File: config.mk
export PLATFORM = sky130hd
export DESIGN_NAME = ram_arbiter
export DESIGN_NICKNAME = d
export VERILOG_FILES = /design/src/rtl/ram_arbiter.sv
export SDC_FILE = /design/constraint.sdc
export NUM_CORES = 1
export LEC_CHECK = 0
export BUFFER_PORTS_ARGS = -buffer_cell sky130_fd_sc_hd__buf_2
export CAP_MARGIN = 10
export CORE_ASPECT_RATIO = 0.7
export CORE_MARGIN = 2
export CORE_UTILIZATION = 45
export CTS_CLUSTER_SIZE = 16
export DETAILED_ROUTE_END_ITERATION = 10
export PLACE_DENSITY = 0.7
export SKIP_CTS_REPAIR_TIMING = 1
export SYNTH_ARGS = -nofsm -noshare
export SYNTH_HDL_FRONTEND = slang
export SYNTH_SLANG_ARGS = --single-unit
export TNS_END_PERCENT = 5
File: constraint.sdc
create_clock -name main_clk -period 10.7 [get_ports main_clk]
set_input_delay 2.14 -clock main_clk [delete_from_list [all_inputs] [get_ports main_clk]]
set_output_delay 2.14 -clock main_clk [all_outputs]
set_load 0.05 [all_outputs]
File: src/rtl/ram_arbiter.sv
// Two-port arbiter serialising CPU and loader byte/word transactions into
// single-byte RAM beats, big-endian, with round-robin tie breaking.
module ram_arbiter #(
  parameter int ADDR_W = 9
) (
  input  logic              main_clk,
  input  logic              reset,
  input  logic              cpu_req,
  input  logic              cpu_rw,
  input  logic              cpu_size,
  input  logic [ADDR_W-1:0] cpu_addr,
  input  logic [31:0]       cpu_wdata,
  output logic [31:0]       cpu_rdata,
  output logic              cpu_mfc,
  input  logic              ldr_req,
  input  logic              ldr_rw,
  input  logic              ldr_size,
  input  logic [ADDR_W-1:0] ldr_addr,
  input  logic [31:0]       ldr_wdata,
  output logic [31:0]       ldr_rdata,
  output logic              ldr_mfc,
  output logic [1:0]        grant,
  output logic              busy,
  output logic              ram_en,
  output logic              ram_we,
  output logic [ADDR_W-1:0] ram_addr,
  output logic [7:0]        ram_wdata,
  input  logic [7:0]        ram_rdata
);

  localparam logic [1:0] S_IDLE    = 2'd0;
  localparam logic [1:0] S_XFER    = 2'd1;
  localparam logic [1:0] S_RD_TAIL = 2'd2;
  localparam logic [1:0] S_DONE    = 2'd3;

  logic [1:0]        r_state;
  logic [1:0]        r_beat;
  logic              r_last_cpu;
  logic              r_own_cpu;
  logic              r_rw;
  logic              r_size;
  logic [ADDR_W-1:0] r_base;
  logic [31:0]       r_wdata;
  logic [23:0]       r_asm;

  logic              r_ram_en, r_ram_we;
  logic [ADDR_W-1:0] r_ram_addr;
  logic [7:0]        r_ram_wdata;
  logic [31:0]       r_cpu_rdata, r_ldr_rdata;
  logic              r_cpu_mfc, r_ldr_mfc;
  logic [1:0]        r_grant;
  logic              r_busy;

  logic              w_pick_cpu;
  logic              w_rw, w_size;
  logic [ADDR_W-1:0] w_addr, w_base;
  logic [31:0]       w_wdata;
  logic [1:0]        w_next_beat;
  logic              w_last_beat;

  function automatic logic [7:0] wbyte(input logic [31:0] d, input logic sz,
                                       input logic [1:0] b);
    if (!sz) return d[7:0];
    case (b)
      2'd0:    return d[31:24];
      2'd1:    return d[23:16];
      2'd2:    return d[15:8];
      default: return d[7:0];
    endcase
  endfunction

  // On a tie the side that did not win last time takes the RAM.
  always_comb begin
    w_pick_cpu  = cpu_req & (~ldr_req | ~r_last_cpu);
    w_rw        = w_pick_cpu ? cpu_rw    : ldr_rw;
    w_size      = w_pick_cpu ? cpu_size  : ldr_size;
    w_addr      = w_pick_cpu ? cpu_addr  : ldr_addr;
    w_wdata     = w_pick_cpu ? cpu_wdata : ldr_wdata;
    w_base      = w_size ? {w_addr[ADDR_W-1:2], 2'b00} : w_addr;
    w_next_beat = r_beat + 2'd1;
    w_last_beat = r_size ? (r_beat == 2'd3) : 1'b1;
  end

  always_ff @(posedge main_clk) begin
    if (reset) begin
      r_state     <= S_IDLE;
      r_beat      <= 2'd0;
      r_last_cpu  <= 1'b0;
      r_ram_en    <= 1'b0;
      r_ram_we    <= 1'b0;
      r_ram_addr  <= '0;
      r_ram_wdata <= 8'h00;
      r_cpu_rdata <= 32'h0;
      r_ldr_rdata <= 32'h0;
      r_cpu_mfc   <= 1'b0;
      r_ldr_mfc   <= 1'b0;
      r_grant     <= 2'b00;
      r_busy      <= 1'b0;
    end else begin
      r_cpu_mfc <= 1'b0;
      r_ldr_mfc <= 1'b0;
      case (r_state)
        S_IDLE: begin
          if (cpu_req || ldr_req) begin
            r_own_cpu   <= w_pick_cpu;
            r_last_cpu  <= w_pick_cpu;
            r_rw        <= w_rw;
            r_size      <= w_size;
            r_base      <= w_base;
            r_wdata     <= w_wdata;
            r_beat      <= 2'd0;
            r_asm       <= 24'h0;
            r_ram_en    <= 1'b1;
            r_ram_we    <= ~w_rw;
            r_ram_addr  <= w_base;
            r_ram_wdata <= wbyte(w_wdata, w_size, 2'd0);
            r_grant     <= w_pick_cpu ? 2'b10 : 2'b01;
            r_busy      <= 1'b1;
            r_state     <= S_XFER;
          end
        end
        S_XFER: begin
          // Read data lags its issue by one cycle, so beat N captures byte N-1.
          if (r_rw && r_beat != 2'd0) r_asm <= {r_asm[15:0], ram_rdata};
          if (w_last_beat) begin
            r_ram_en <= 1'b0;
            r_ram_we <= 1'b0;
            if (r_rw) begin
              r_state <= S_RD_TAIL;
            end else begin
              r_state   <= S_DONE;
              r_cpu_mfc <= r_own_cpu;
              r_ldr_mfc <= ~r_own_cpu;
            end
          end else begin
            r_beat      <= w_next_beat;
            r_ram_addr  <= r_base + ADDR_W'(w_next_beat);
            r_ram_wdata <= wbyte(r_wdata, r_size, w_next_beat);
          end
        end
        S_RD_TAIL: begin
          if (r_own_cpu) r_cpu_rdata <= {r_asm, ram_rdata};
          else           r_ldr_rdata <= {r_asm, ram_rdata};
          r_cpu_mfc <= r_own_cpu;
          r_ldr_mfc <= ~r_own_cpu;
          r_state   <= S_DONE;
        end
        default: begin
          r_grant <= 2'b00;
          r_busy  <= 1'b0;
          r_state <= S_IDLE;
        end
      endcase
    end
  end

  assign cpu_rdata = r_cpu_rdata;
  assign ldr_rdata = r_ldr_rdata;
  assign cpu_mfc   = r_cpu_mfc;
  assign ldr_mfc   = r_ldr_mfc;
  assign grant     = r_grant;
  assign busy      = r_busy;
  assign ram_en    = r_ram_en;
  assign ram_we    = r_ram_we;
  assign ram_addr  = r_ram_addr;
  assign ram_wdata = r_ram_wdata;

endmodule

# == Word level (Yosys, flattened, before mapping) ==
# Index checks and enable logic that the tools add are counted.
# W data, S select, Z words.
# op_classes
add_sub_neg,2
eq_ne,9
muxes,50
n_bitwise,8
n_reduce_logical,16
# ops
op,n
$mux W24,2
$mux W8,6
$pmux W24 S2,1
$mux W32,1
$mux W9,3
$pmux W8 S3,1
$mux W1,19
$pmux W9 S2,1
$pmux W8 S2,1
$mux W2,7
$pmux W1 S2,5
$reduce_and A2 Y1,5
$add A9 B2 Y9,1
$reduce_and A3 Y1,3
$ne A2 B2 Y1 const B,4
$pmux W2 S2,2
$eq A2 B2 Y1 const B,3
$not A1 Y1,6
$pmux W2 S3,1
$eq A2 B1 Y1 const B,2
$logic_not A2 Y1,2
$reduce_and A4 Y1,1
$reduce_bool A2 Y1,2
$add A2 B1 Y2 const B,1
other kinds (5),5
# word_totals
ff_bits,161
in_bits,98
out_inout_bits,88
elab_cells,104

# == Logic depth before layout (Yosys ltp) ==
# logic_depth
word_depth,11
ltp_mapped,9
ltp_nobuf,7

# == Worst setup path before layout ==
# OpenSTA, ideal clock, no wires.
# synth_timing
path_kind,input-to-reg
from,input reset
to,register r_base[0] (enable)
setup_time_ps,509
arrival_time_ps,5779
required_time_ps,10191
setup_slack_ps,4412
cell_stages,3
n_path_buf,2
cell_sequence,clkbuf_1 > clkbuf_1 > nor3b_1
# synth_between
elab_chain_cells,2
# synth_lines
item,line_no,rtl
from (decl),7,"input logic reset,"
$not A1 Y1 (no source line),n/a,
$reduce_and A3 Y1 (no source line),n/a,
to (signal assigned),109,r_base <= w_base;
to (decl),42,logic [ADDR_W-1:0] r_base;
# No other way between the ends.
# A chain may end at the register's enable or synchronous reset.

==> flow_results.org <==
** Outcome
- The flow ran to the end, and the final reports show no timing, DRC or antenna violations.

** Global route
- Pin count of the biggest net entering global routing :: 80
- The via count of the first global-routing pass was 5055.
- The number of antenna violations at the first check in global routing is 0.
- The first global-routing pass estimated 27.1 mm of wire.
- Overall overflow remaining after global route :: 0
- Global routing usage summed across all routing layers :: 20.8%

** Cells and area
- The multi-input combinational cells in the finished layout cover a total of 2840 um2.
- Ant. Diodes :: 0
- NumNets Final :: 949
- Compared with the post-synthesis result, the final layout area differs by 24.0%.
- In the final layout, the share of cells above drive strength 1 is 33.6%.
- Most frequent cells in the layout :: sky130_fd_sc_hd__buf_2 (185), sky130_fd_sc_hd__nand2_1 (159), sky130_fd_sc_hd__dfxtp_1 (93), sky130_fd_sc_hd__a21oi_1 (76), sky130_fd_sc_hd__edfxtp_1 (68)
- Counting the fill cells in the layout gives 1373.
- Flip-flop and latch area :: 3900 um2
- Leaving out fill and tap cells, the most frequent cell in the layout is sky130_fd_sc_hd__buf_2.

** Logic synthesis
- Summing the areas of all xor and xnor instances in the mapped netlist gives 0.252% of the synthesized area.
- Area share of the largest cell type after synthesis :: 29.4%
- Async set or reset register ratio after synthesis :: 0%
- Main combinational cell family by area after synthesis :: simple AND/OR/NAND/NOR gates
- In this run the mean area of a mapped cell was 10.3 um2.
- The synthesized netlist occupies a cell area of 6940 um2.
- Count of cell types in the netlist :: 48
- Post-synthesis sequential area ratio :: 56.2%
- Fraction of synthesized area in multiplexers :: 9.73%
- Adder and majority gate portion of the synthesized area :: 2.45%
- Summing the areas of all and, or, nand and nor instances in the mapped netlist gives 15.0% of the synthesized area.
- Cell count after synthesis :: 673
- sky130_fd_sc_hd__edfxtp_1 takes more of the synthesized area than any other cell.
- Biggest area contributors in the synthesized netlist :: sky130_fd_sc_hd__edfxtp_1 (29%), sky130_fd_sc_hd__dfxtp_1 (27%), sky130_fd_sc_hd__nand2_1 (8.6%), sky130_fd_sc_hd__mux2_2 (7.8%), sky130_fd_sc_hd__a21oi_1 (5.5%)
- In this run, synthesis produced a sequential element count of 161.
- Number of warnings reported in the yosys synthesis log :: 0
- Yosys mapped a number of flops with a built-in enable equal to 68.
- Post-synth top flop :: sky130_fd_sc_hd__dfxtp_1
- The number of nets handed over by synthesis was 784.
- Compound-Gate Fraction of Synth Area :: 13.1%

** Timing
- Static timing analysis puts the maximum clock frequency at 0.270 GHz.
- Unrepaired setup endpoints after global routing :: no
- The number of failing hold endpoints at the final stage was 0.
- Number of pins with negative max-slew slack in the final report :: 0
- The worst path uses 34.7% of the clock period.
- Across all hold checks on the routed design, the worst slack comes to 0.449 ns.
- In this run the tightest slew margin relative to its limit is 26.3%.
- For the pin with the worst max-slew slack, the measured transition is 1.10 ns.
- Clock period minus final worst setup slack :: 3.71 ns
- Final count of negative-setup-slack endpoints :: 0
- Final total negative setup slack :: 0 ns
- For the final database, setup skew stands at 0.0129 ns.

** Worst setup path
- At the worst endpoint, the arrival time is 4.00 ns.
- For this design, the slowest cell found on the critical path is sky130_fd_sc_hd__buf_4.
- The worst setup path is launched from a primary input.
- Data on the critical path is required at its endpoint by 10.99 ns.
- Critical path's top delay family :: buffers and inverters
- List of cells traversed by the critical path :: buf_2, buf_4, inv_1, and4_1, a211o_1
- By startpoint and endpoint, the worst setup path is classified as primary input to flip-flop.
- Largest incremental delay on the critical path :: 0.64 ns
- The critical path contains buffers and inverters numbering 3 combined.
- Highest net fanout along the worst path :: 79
- Kind of end point of the critical path :: flip-flop

** CTS
- The H-tree generated during clock tree synthesis spans 4 levels.
- TritonCTS built the clock tree.
- Clock buffer count from CTS :: 17
- Reg clk slew, reported paths :: 0.07 ns
- Clock latency reported for the late side of the worst-skew pair :: 0.41 ns
- Clock Path Buffers :: 2
- The root buffer cell chosen for the clock tree is sky130_fd_sc_hd__clkbuf_16.
- The clock net in this run drives a total of 161 sinks.

** Placed design
- Once detailed placement completed, the half-perimeter wirelength came to 11.6 mm.
- Gp weighted congestion :: 0.777
- IO Port Bufs :: 185

** Route
- After detailed routing, the number of remaining DRC violations is 0.
- Routed WL :: 17.1 mm
- Post-detailed-route wirelength per cell :: 16.4 um
- Initial DRT Pass Iterations :: 5
- In this run, the number of DRC markers left after iteration 0 of detailed routing was 374.
- In the routed layout, each cell is associated on average with a via count of 5.26.
- The detail route stage leaves a number of antenna-violating nets equal to 0.
- The routed layout has 5500 vias.

** Die
- Horizontal extent of the die :: 152 um
- In this run the core area contains 37 standard-cell rows.
- Die boundary height :: 108 um
- Initial core utilization :: 46.6%
- The region available for standard cell placement spans 14900 um2.
- 186 I/O pins were placed.
- Total die area :: 16400 um2

** Power
- After layout, the design draws a total of 2.26 mW.
- Peak ir drop on the vdd network :: 0.131 mV
- In this run the static leakage power is 3.55 nW.
- Pwr Density :: 263 nW/um2

** Hold path
- The min-delay analysis places its worst path in the category flip-flop to flip-flop.

** Job
- Max-Cap Viols :: 0
cell type report:
class	count	share of cell area, %
Tap cell	195	2.84
Inverter	8	0.349
Multi-Input combinational cell	455	33.0
Sequential cell	161	45.4
Clock buffer	18	5.23
Timing Repair Buffer	195	11.6
Clock inverter	14	1.61
Yosys cell counts, types with 2 or more instances:
master and number:
sky130_fd_sc_hd__nand2_1 159, sky130_fd_sc_hd__dfxtp_1 93, sky130_fd_sc_hd__a21oi_1 76, sky130_fd_sc_hd__edfxtp_1 68, sky130_fd_sc_hd__mux2_2 48, sky130_fd_sc_hd__clkbuf_1 37
sky130_fd_sc_hd__and2_1 26, sky130_fd_sc_hd__o211ai_1 16, sky130_fd_sc_hd__o21ai_0 16, sky130_fd_sc_hd__ha_1 12, sky130_fd_sc_hd__mux2i_1 12, sky130_fd_sc_hd__nor2_1 12
sky130_fd_sc_hd__a31oi_1 10, sky130_fd_sc_hd__buf_2 10, sky130_fd_sc_hd__a222oi_1 8, sky130_fd_sc_hd__nand2b_1 8, sky130_fd_sc_hd__inv_1 7, sky130_fd_sc_hd__nand3_1 5
sky130_fd_sc_hd__a21o_1 4, sky130_fd_sc_hd__nor3b_1 4, sky130_fd_sc_hd__o22ai_1 4, sky130_fd_sc_hd__o32ai_1 4, sky130_fd_sc_hd__and4_1 3, sky130_fd_sc_hd__nor4_1 3
sky130_fd_sc_hd__and3_1 2, sky130_fd_sc_hd__buf_1 2, sky130_fd_sc_hd__nor2b_1 2, sky130_fd_sc_hd__xnor2_1 2
worst min-delay path: cells and delay by family (launching register included):
family	cells	cell delay [ns]
DFF	1	0.31
and+or+nand+nor	1	0.05
AOI/OAI and AO/OA	1	0.05
metal layers:
metal	up-vias	routed length (um)	share of wire, %	track usage, %
met5	-	0	0	0
met4	0	102	0.60	5.16
met3	10	997	5.8	3.86
met2	175	7460	44	30.8
met1	2605	8580	50	31.5
li1	2710	-	-	-
report_power, final:
part / switching [mW] / internal (mW) / leakage (nW)
Sequential: 0.0803 / 0.806 / 1.40
Clock: 0.262 / 0.343 / 0.296
Combinational: 0.544 / 0.223 / 1.85
Total: 0.887 / 1.37 / 3.55
metrics by stage:
stage / setup WS (ns) / util (%) / area (um2) / cells
finish: 6.99 / 57.7 / 8610 / 1046
global route: 6.87 / 57.7 / 8610 / 1046
CTS: 7.01 / 57.7 / 8610 / 1046
detailed placement: 6.58 / 53.8 / 8020 / 1014
global placement: 6.61 / 53.8 / 8020 / 1014
floorplan: 4.41 / - / 6940 / 673
cell families (layout without fill, tap and decap cells):
group                    count (synthesis)  in the layout
flip-flops                             161            161
buffers and inverters                   57            235
AND/OR/NAND/NOR                        231            231
AO/OA/AOI/OAI                          148            148
adder cells (fa/ha/maj)                 13             13
multiplexers                            61             61
XOR/XNOR                                 2              2
path summary, 6_finish.rpt:
check | from | slack [ns] | depth (start not counted) | end
setup / recovery | reset | 6.99 | 5 | ram_addr[7]$_SDFFE_PP0P_
hold / removal | cpu_rdata[24]$_SDFFE_PP0N_ | 0.45 | 2 | cpu_rdata[24]$_SDFFE_PP0N_
setup reg to reg | r_state[1]$_SDFFE_PP0P_ | 7.99 | 7 | ram_addr[3]$_SDFFE_PP0P_
hold reg to reg | cpu_rdata[24]$_SDFFE_PP0N_ | 0.45 | 2 | cpu_rdata[24]$_SDFFE_PP0N_
registers in the layout, indices dropped and copies added, names as in the netlist, 2 cells and up:
register and cells:
ldr_rdata 32, r_state 2, r_wdata 32, ram_wdata 8
grant 2, r_asm 24, r_base 9, cpu_rdata 32
r_beat 2, ram_addr 9
No activity file was read; power rests on OpenSTA's default activity.
